**src/rtl/mem_rr_arbiter_pkg.sv**
```systemverilog
// Shared types and defaults for the round-robin memory arbiter.
package mem_arb_pkg;

    localparam int NUM_REQ_DEF    = 4;
    localparam int ADDR_WIDTH_DEF = 6;
    localparam int DATA_WIDTH_DEF = 16;
    localparam int TIMEOUT_DEF    = 16;

    localparam logic WRITE = 1'b1;
    localparam logic READ  = 1'b0;

    typedef enum logic [1:0] {
        IDLE   = 2'd0,
        SETUP  = 2'd1,
        ACCESS = 2'd2
    } arb_state_e;

endpackage

```
**src/rtl/mem_rr_arbiter_rr_pick.sv**
```systemverilog
// Rotating priority encoder: first requester found after last_gnt (with
// wrap-around) wins; returns one-hot grant and its index.
module rr_pick #(
    parameter int NUM_REQ = 4,
    parameter int IDX_W   = 2
) (
    input  logic [NUM_REQ-1:0] req,
    input  logic [IDX_W-1:0]   last_gnt,
    output logic [NUM_REQ-1:0] gnt,
    output logic [IDX_W-1:0]   gnt_idx
);

    logic found_s;

    function automatic logic [IDX_W-1:0] rr_pos(input logic [IDX_W-1:0] last, input int step);
        int sum;
        sum = int'(last) + step;
        return (sum >= NUM_REQ) ? IDX_W'(sum - NUM_REQ) : IDX_W'(sum);
    endfunction

    // Scan requesters in rotated order starting just after the previous winner.
    always_comb begin
        gnt     = '0;
        gnt_idx = '0;
        found_s = 1'b0;
        for (int k = 1; k <= NUM_REQ; k++) begin
            if (req[rr_pos(last_gnt, k)] && !found_s) begin
                gnt[rr_pos(last_gnt, k)] = 1'b1;
                gnt_idx                  = rr_pos(last_gnt, k);
                found_s                  = 1'b1;
            end else begin
                found_s = found_s;
            end
        end
    end

endmodule

```
**src/rtl/mem_rr_arbiter.sv**
```systemverilog
// Round-robin arbiter sharing one single-port memory between NUM_REQ requesters,
// sequencing each access as SETUP then ACCESS with a bounded wait for pready.
module mem_rr_arbiter
    import mem_arb_pkg::*;
#(
    parameter int NUM_REQ    = NUM_REQ_DEF,
    parameter int ADDR_WIDTH = ADDR_WIDTH_DEF,
    parameter int DATA_WIDTH = DATA_WIDTH_DEF,
    parameter int TIMEOUT    = TIMEOUT_DEF
) (
    input  logic                          pclk_i,
    input  logic                          prst_i,
    input  logic [NUM_REQ-1:0]            req_i,
    input  logic [NUM_REQ-1:0]            req_wr_rd_i,
    input  logic [NUM_REQ*ADDR_WIDTH-1:0] req_addr_i,
    input  logic [NUM_REQ*DATA_WIDTH-1:0] req_wdata_i,
    output logic [NUM_REQ-1:0]            gnt_o,
    output logic [NUM_REQ-1:0]            done_o,
    output logic [NUM_REQ-1:0]            err_o,
    output logic [DATA_WIDTH-1:0]         rdata_o,
    output logic [ADDR_WIDTH-1:0]         paddr_o,
    output logic                          pwr_rd_o,
    output logic                          penable_o,
    output logic [DATA_WIDTH-1:0]         pwdata_o,
    input  logic [DATA_WIDTH-1:0]         prdata_i,
    input  logic                          pready_i
);

    localparam int IDX_W = (NUM_REQ > 1) ? $clog2(NUM_REQ) : 1;
    localparam int CNT_W = 8;
    localparam logic [CNT_W-1:0] CNT_LAST = CNT_W'(TIMEOUT - 1);

    arb_state_e            state_r;
    logic [IDX_W-1:0]      last_gnt_r;
    logic [IDX_W-1:0]      cur_idx_r;
    logic [CNT_W-1:0]      cnt_r;
    logic [NUM_REQ-1:0]    cand_s;
    logic [NUM_REQ-1:0]    pick_gnt_s;
    logic [IDX_W-1:0]      pick_idx_s;
    logic [ADDR_WIDTH-1:0] pick_addr_s;
    logic [DATA_WIDTH-1:0] pick_wdata_s;
    logic                  pick_wr_s;

    // A requester still holding req in its done cycle has not yet seen the pulse.
    assign cand_s       = req_i & ~done_o;
    assign pick_addr_s  = req_addr_i[pick_idx_s*ADDR_WIDTH +: ADDR_WIDTH];
    assign pick_wdata_s = req_wdata_i[pick_idx_s*DATA_WIDTH +: DATA_WIDTH];
    assign pick_wr_s    = req_wr_rd_i[pick_idx_s];

    rr_pick #(
        .NUM_REQ (NUM_REQ),
        .IDX_W   (IDX_W)
    ) u_rr_pick (
        .req      (cand_s),
        .last_gnt (last_gnt_r),
        .gnt      (pick_gnt_s),
        .gnt_idx  (pick_idx_s)
    );

    // Arbitration FSM with all memory-side and requester-side outputs registered.
    always_ff @(posedge pclk_i or posedge prst_i) begin
        if (prst_i) begin
            state_r    <= IDLE;
            last_gnt_r <= IDX_W'(NUM_REQ - 1);
            cur_idx_r  <= '0;
            cnt_r      <= '0;
            gnt_o      <= '0;
            done_o     <= '0;
            err_o      <= '0;
            rdata_o    <= '0;
            paddr_o    <= '0;
            pwr_rd_o   <= 1'b0;
            penable_o  <= 1'b0;
            pwdata_o   <= '0;
        end else begin
            done_o <= '0;
            err_o  <= '0;
            case (state_r)
                IDLE: begin
                    if (|cand_s) begin
                        gnt_o     <= pick_gnt_s;
                        cur_idx_r <= pick_idx_s;
                        paddr_o   <= pick_addr_s;
                        pwdata_o  <= pick_wdata_s;
                        pwr_rd_o  <= pick_wr_s;
                        cnt_r     <= '0;
                        state_r   <= SETUP;
                    end else begin
                        state_r <= IDLE;
                    end
                end
                SETUP: begin
                    penable_o <= 1'b1;
                    state_r   <= ACCESS;
                end
                ACCESS: begin
                    if (pready_i || (cnt_r == CNT_LAST)) begin
                        if (pready_i && (pwr_rd_o == READ)) begin
                            rdata_o <= prdata_i;
                        end else begin
                            rdata_o <= rdata_o;
                        end
                        done_o     <= gnt_o;
                        err_o      <= pready_i ? '0 : gnt_o;
                        gnt_o      <= '0;
                        penable_o  <= 1'b0;
                        last_gnt_r <= cur_idx_r;
                        state_r    <= IDLE;
                    end else begin
                        cnt_r <= cnt_r + 8'd1;
                    end
                end
                default: begin
                    gnt_o     <= '0;
                    penable_o <= 1'b0;
                    state_r   <= IDLE;
                end
            endcase
        end
    end

endmodule

```
**config.mk**
```make
export PLATFORM = sky130hd
export DESIGN_NAME = mem_rr_arbiter
export DESIGN_NICKNAME = d
export VERILOG_FILES = /design/src/rtl/mem_rr_arbiter_pkg.sv /design/src/rtl/mem_rr_arbiter_rr_pick.sv /design/src/rtl/mem_rr_arbiter.sv
export SDC_FILE = /design/constraint.sdc
export NUM_CORES = 1
export LEC_CHECK = 0
export CAP_MARGIN = 10
export CORE_MARGIN = 4
export CORE_UTILIZATION = 34
export CTS_BUF_LIST = sky130_fd_sc_hd__clkbuf_8
export CTS_CLUSTER_DIAMETER = 80
export DETAILED_ROUTE_END_ITERATION = 10
export GPL_TIMING_DRIVEN = 0
export PLACE_DENSITY = 0.67
export SYNTH_ARGS = -nofsm -noshare
export SYNTH_HDL_FRONTEND = slang
export SYNTH_SLANG_ARGS = --single-unit
```
**constraint.sdc**
```tcl
create_clock -name pclk_i -period 5.7 [get_ports pclk_i]
set_input_delay 1.425 -clock pclk_i [delete_from_list [all_inputs] [get_ports pclk_i]]
set_output_delay 1.425 -clock pclk_i [all_outputs]
set_load 0.02 [all_outputs]
```
# Word level (Yosys, flattened, before mapping)
# Index checks and enable logic that the tools add are counted.
dict set report word_totals {
  output_inout_bits 52
  input_bits 115
  word_cells 121
  ff_bits 66
}
dict set report classes {
  n_bitwise 8
  n_eq_ne 6
  n_mux 49
  shift 2
  multipliers 1
  n_addsub 9
  reduce_logical 21
  order_cmp 13
}
# cell count
set ops {}
lappend ops {{$shiftx 64x7->16} 1}
lappend ops {{$mux 4} 11}
lappend ops {{$shiftx 24x6->6} 1}
lappend ops {{$mux 2} 9}
lappend ops {{$mux 8} 2}
lappend ops {{$pmux 8 s2} 1}
lappend ops {{$lt 2x3->1 const B} 5}
lappend ops {{$mux 1} 14}
lappend ops {{$or 4x4->4} 3}
lappend ops {{$pmux 4 s3} 1}
lappend ops {{$bmux 1 s2} 5}
lappend ops {{$ge 3x3->1 const B} 3}
lappend ops {{$reduce_and 3->1} 3}
lappend ops {{$add 8x1->8 const B} 1}
lappend ops {{$demux 1 s2} 4}
lappend ops {{$eq 8x4->1 const B} 1}
lappend ops {{$ge 2x1->1 const B} 4}
lappend ops {{$logic_and 1x1->1} 8}
lappend ops {{$sub 2x1->2 const B} 4}
lappend ops {{$add 2x2->3 const B} 2}
lappend ops {{$ne 2x2->1 const B} 3}
lappend ops {{$pmux 2 s3} 1}
lappend ops {{$reduce_and 2->1} 3}
lappend ops {{$add 2x3->4 const B} 1}
lappend ops {{other kinds (14)} 18}

# Depth between registers and ports, before layout
dict set report depth {
  ltp_word 17
  ltp_mapped 11
  ltp_nobuf 8
}

# By module
# Synthesis repeated with hierarchy kept, for this count alone.
dict set report unflattened {
  cells_unflattened 283
  hier_area_um2 3708.6
}
# mod area_each_um2 instances cells_per_inst seq_area_each_um2
set by_module_without_submodules {}
lappend by_module_without_submodules {mem_rr_arbiter 3163.0 1 215 1654.1}
lappend by_module_without_submodules {rr_pick 545.5 1 68 0.0}

# Least setup slack after synthesis
# No wires, ideal clock.
dict set report synth_timing {
  path_type {input port to flip-flop}
  start {in req_i[3]}
  end {reg paddr_o[5]}
  t_arrival_ns 2.775
  required_ns 5.559
  setup_ns 0.141
  path_slack_ns 2.784
  path_stages 6
  cell_sequence {nor2b_2 -> nor2_4 -> a311o_4 -> nor3_4 -> buf_2 -> a311oi_2}
}
dict set report synth_between {
  elab_chain_len 15
  word_cells_on_any_way 26
  cone_classes {mul: 1; shift: 1; mux: 15; bitwise: 1; reduce/logical: 8}
}
# item line_no
set synth_lines {}
lappend synth_lines {{start: declaration} mem_rr_arbiter.sv:13} ;# input logic [NUM_REQ-1:0] req_i,
lappend synth_lines {{$and 4x4->4 *} mem_rr_arbiter.sv:45} ;# assign cand_s = req_i & ~done_o;
lappend synth_lines {{$bmux 1 s2} mem_rr_arbiter_rr_pick.sv:27} ;# if (req[rr_pos(last_gnt, k)] && !found_s) begin
lappend synth_lines {{$mux 1 (not written as such)} mem_rr_arbiter_rr_pick.sv:27}
lappend synth_lines {{$mux 1} mem_rr_arbiter_rr_pick.sv:27}
lappend synth_lines {{$logic_not 1->1} mem_rr_arbiter_rr_pick.sv:27}
lappend synth_lines {{$logic_and 1x1->1} mem_rr_arbiter_rr_pick.sv:27}
lappend synth_lines {{$mux 1} mem_rr_arbiter_rr_pick.sv:27}
lappend synth_lines {{$logic_not 1->1} mem_rr_arbiter_rr_pick.sv:27}
lappend synth_lines {{$logic_and 1x1->1} mem_rr_arbiter_rr_pick.sv:27}
lappend synth_lines {{$mux 1} mem_rr_arbiter_rr_pick.sv:27}
lappend synth_lines {{$logic_not 1->1} mem_rr_arbiter_rr_pick.sv:27}
lappend synth_lines {{$logic_and 1x1->1} mem_rr_arbiter_rr_pick.sv:27}
lappend synth_lines {{$mux 2} mem_rr_arbiter_rr_pick.sv:27}
lappend synth_lines {{$mul 2x2->4} mem_rr_arbiter.sv:46} ;# assign pick_addr_s = req_addr_i[pick_idx_s*ADDR_WIDTH +: ADDR_WIDTH];
lappend synth_lines {{$shiftx 24x6->6} mem_rr_arbiter.sv:46}
lappend synth_lines {{end signal: assignment} mem_rr_arbiter.sv:83} ;# paddr_o <= pick_addr_s;
lappend synth_lines {{end: declaration} mem_rr_arbiter.sv:21} ;# output logic [ADDR_WIDTH-1:0] paddr_o,
# Mark *: on every way between the ends. The rest lies on a longest branch, timed or not. The select of a mux whose other input is x is not followed.
# A chain may end at the register's enable or synchronous reset.

# Worst setup path in the final report
dict set report layout_timing {
  start {in req_i[2]}
  end {reg pwdata_o[2]}
}
dict set report layout_between {
  elab_chain_len 14
  word_cells_on_any_way 25
  cone_classes {shift: 1; mux: 15; bitwise: 1; reduce/logical: 8}
}
# item line_no
set layout_lines {}
lappend layout_lines {{$and 4x4->4 *} mem_rr_arbiter.sv:45}
lappend layout_lines {{$bmux 1 s2} mem_rr_arbiter_rr_pick.sv:27}
lappend layout_lines {{$mux 1 (not written as such)} mem_rr_arbiter_rr_pick.sv:27}
lappend layout_lines {{$mux 1} mem_rr_arbiter_rr_pick.sv:27}
lappend layout_lines {{$logic_not 1->1} mem_rr_arbiter_rr_pick.sv:27}
lappend layout_lines {{$logic_and 1x1->1} mem_rr_arbiter_rr_pick.sv:27}
lappend layout_lines {{$mux 1} mem_rr_arbiter_rr_pick.sv:27}
lappend layout_lines {{$logic_not 1->1} mem_rr_arbiter_rr_pick.sv:27}
lappend layout_lines {{$logic_and 1x1->1} mem_rr_arbiter_rr_pick.sv:27}
lappend layout_lines {{$mux 1} mem_rr_arbiter_rr_pick.sv:27}
lappend layout_lines {{$logic_not 1->1} mem_rr_arbiter_rr_pick.sv:27}
lappend layout_lines {{$logic_and 1x1->1} mem_rr_arbiter_rr_pick.sv:27}
lappend layout_lines {{$mux 2} mem_rr_arbiter_rr_pick.sv:27}
lappend layout_lines {{$shiftx 64x7->16} mem_rr_arbiter.sv:47} ;# assign pick_wdata_s = req_wdata_i[pick_idx_s*DATA_WIDTH +: DATA_WIDTH];
lappend layout_lines {{end signal: assignment} mem_rr_arbiter.sv:84} ;# pwdata_o <= pick_wdata_s;
lappend layout_lines {{end: declaration} mem_rr_arbiter.sv:24} ;# output logic [DATA_WIDTH-1:0] pwdata_o,
# Marked as above.

==> flow_summary.toml <==
[outcome]
status = "completed"

[synthesis]
ys_ff_latch = 66
ys.flop_type = "dfrtp_1"
synth_top_cell_area_share_pct = 41.4
syn_area_per_cell_sq_um = 10.6
synth_area_leaders = "dfrtp_1 41%, a211oi_2 5.5%, nand2_1 5.4%, a311oi_2 4.7%, mux2_2 4.7%"
synth_area_sq_mm = 0.00387
synth-async-reset-ratio_pct = 100
synth_edf_count = 0
syn_inst = 366
seq_area_frac_synth_pct = 42.8
yosysWarnings = 0
synth_area_leader_cell = "dfrtp_1"
ys_types = 53
syn_nets = 490

[final_layout]
final_common_cell = "clkdlybuf4s50_1"
num-fill-cells = 988
drive_above_1_share_pct = 17.2
n_antenna_cell = 0
regArea_sq_mm = 0.00165
layout.nets = 667
multiInputGateArea_sq_mm = 0.00202
final_cell_mix = "166 x clkdlybuf4s50_1, 64 x dfrtp_1, 56 x nand2_1, 36 x nor2_1, 21 x a21boi_0"
syn_to_final_growth_pct = 52.5
fin_cells = 686

[critical_path]
critical_path.cell_chain = "clkdlybuf4s50_1, nor2b_1, mux2i_1, o32a_1, nand2_1, buf_2, nand2_1, a311oi_1"
worst_path_most_repeated_cell = "nand2_1"
critPathLaunch = "req_i[2]"
path_max_fanout = 10
max_stage_delay_ns = 0.48
crit_path_top_delay_cell = "clkdlybuf4s50_1"
r2r-start = "last_gnt_r[0]$_DFFE_PP1P_"
cp_data_required_time_ns = 5.93
crit_arrival_ns = 3.68
worst_setup_path_end_kind = "flip-flop"
cp-start-kind = "input port"
crit_type = "in2reg"

[timing]
slew_headroom_pct = 45.8
finalCritPeriodShare_pct = 60.6
fmax_mhz = 290
fin_ws_ns = 2.25
report.final.slew_viol_count = 0
tns_ns = 0
hold_viol = 0
worstMarginPinSlew_ns = 0.813
layout_min_cycle_time_ns = 3.45
grt_setup_unrepaired = "false"
finalSetupViolations = 0
whs_ns = 0.481
fin_skew_ns = 0.0119

[cts]
postCtsHoldBufs = 0
cts_max_level = 3
cts_buffer_depth = 2
cts.clk_slew.worst_paths_ns = 0.08
postCtsSetupBuffers = 0
clk_latency_ns = 0.35
cts-resized-gates = 0
numCtsBuffers = 9
cts_root_buffer = "clkbuf_8"
cts_tree = "done"
cts_sinks = 66

[placement]
dp_slack_ns = 1.95
numPlacedInstances = 672
gp_congestion = 0.907
numPortBuffers = 166
dp_hpwl_mm = 9.38

[routing]
vias = 3557
route.met2.wl_mm = 5.70
post-route-drc-count = 0
routed_via_density = 5.19
antenna_left = 0
firstDrtPassIters = 5
drt-initial-drc-count = 149
top_layer = "met4"
wl_per_cell_um = 17.4
met1Wirelength_mm = 4.81
wl_met3_mm = 1.13
routed_wl_mm = 12.0

[floorplan]
rows = 38
boundaryPins = 167
die_height_um = 115
die-area_sq_mm = 0.0131
coreArea_sq_mm = 0.0110
die-width_um = 115
initial_utilization_pct = 35.2

[grt]
grt_max_degree = 67
grt_remaining_overflow = 0
antenna_found_initial = 0
grt_use_total_pct = 18.9
grt_pass1_wl_mm = 19.7
grt_pass1_vias = 3928

[pwr]
irDropWorstVdd_uv = 234
leakagePower_nw = 2.36
cellPowerDensity_mw_per_mm2 = 534
totalPowerFinal_mw = 3.15

[min_path]
min_path_type = "reg2reg"
hp-start = "cur_idx_r[0]$_DFFE_PP0P_"

[run]
maxCapViolations = 0
[metal layers]
metal  up-vias  track usage, %
met5         -               0
met4         0            7.13
met3        26            7.08
met2       169            31.0
met1      1674            22.5
li1       1688               -
[final cells by class]
class	instances	area share, %
buffer	21	2.86
clock buffer	11	2.57
clock inverter	3	0.679
inverter	6	0.445
multi-input combinational	273	34.3
sequential	66	28.0
tap	140	2.97
timing repair buffer	166	28.2
[path summary, 6_finish.rpt]
check                                            to  slack [ns]  depth (start not counted)
max in group asynchronous     penable_o$_DFFE_PP0P_        3.57                          2
max reg2reg                 pwdata_o[2]$_DFFE_PP0P_        2.45                         10
min reg2reg                cur_idx_r[0]$_DFFE_PP0P_        0.48                          2
max                         pwdata_o[2]$_DFFE_PP0P_        2.25                          8
min                        cur_idx_r[0]$_DFFE_PP0P_        0.48                          2
min in group asynchronous    rdata_o[3]$_DFFE_PP0P_        1.60                          2
[cells in the mapped netlist, types with 2 or more instances]
| cell type | number |
|---|---|
| a21o_1 | 2 |
| clkbuf_1 | 3 |
| nor2b_2 | 2 |
| nor3_1 | 2 |
| a221o_1 | 4 |
| o21ai_0 | 10 |
| ha_1 | 9 |
| buf_4 | 4 |
| mux4_2 | 2 |
| mux2i_1 | 4 |
| and2_1 | 8 |
| a311oi_1 | 13 |
| a22oi_1 | 4 |
| buf_2 | 9 |
| inv_1 | 3 |
| dfstp_2 | 2 |
| a21boi_0 | 21 |
| nand2b_1 | 6 |
| buf_6 | 2 |
| a211oi_1 | 7 |
| a311oi_2 | 12 |
| dfrtp_1 | 64 |
| a21oi_1 | 8 |
| a21boi_1 | 2 |
| nand3_1 | 6 |
| nor2_1 | 36 |
| and3_1 | 2 |
| a211oi_2 | 17 |
| nand2_1 | 56 |
| xor2_1 | 6 |
| buf_12 | 3 |
| mux2_2 | 16 |
[critical path: cells and delay by family]
family / cells / cell delay (ns)
compound gates: 2 / 0.70
buf+inv: 2 / 0.77
mux: 1 / 0.12
simple gates: 3 / 0.65
[kinds of logic after synthesis]
logic type      share of synthesized area (%)
compound gates                           26.1
flops                                    42.8
mux                                      6.86
xor+xnor                                 1.36
fa+ha+maj                                2.91
simple gates                             15.0
buf+inv                                  4.98
[report_power, final]
group | total (mW) | internal [mW] | switching, mW
logic | 1.97 | 0.888 | 1.08
registers | 0.791 | 0.669 | 0.123
clock network | 0.394 | 0.220 | 0.174
total | 3.15 | 1.78 | 1.37
[registers in the layout, summed over array words and instances, names as in the netlist]
| signal | count |
|---|---|
| done_o | 4 |
| err_o | 4 |
| pwdata_o | 16 |
| rdata_o | 16 |
| paddr_o | 6 |
| pwr_rd_o | 1 |
| state_r | 2 |
| cur_idx_r | 2 |
| gnt_o | 4 |
| cnt_r | 8 |
| last_gnt_r | 2 |
| penable_o | 1 |
[per-stage QoR]
stage	instance area, sq um	utilization, %
after floorplan	3870	-
after global placement	5700	51.9
after detailed placement	5710	52.0
after CTS	5900	53.7
after global routing	5900	53.7
final	5900	53.7
Note: power is estimated with default switching activity, not from simulation.
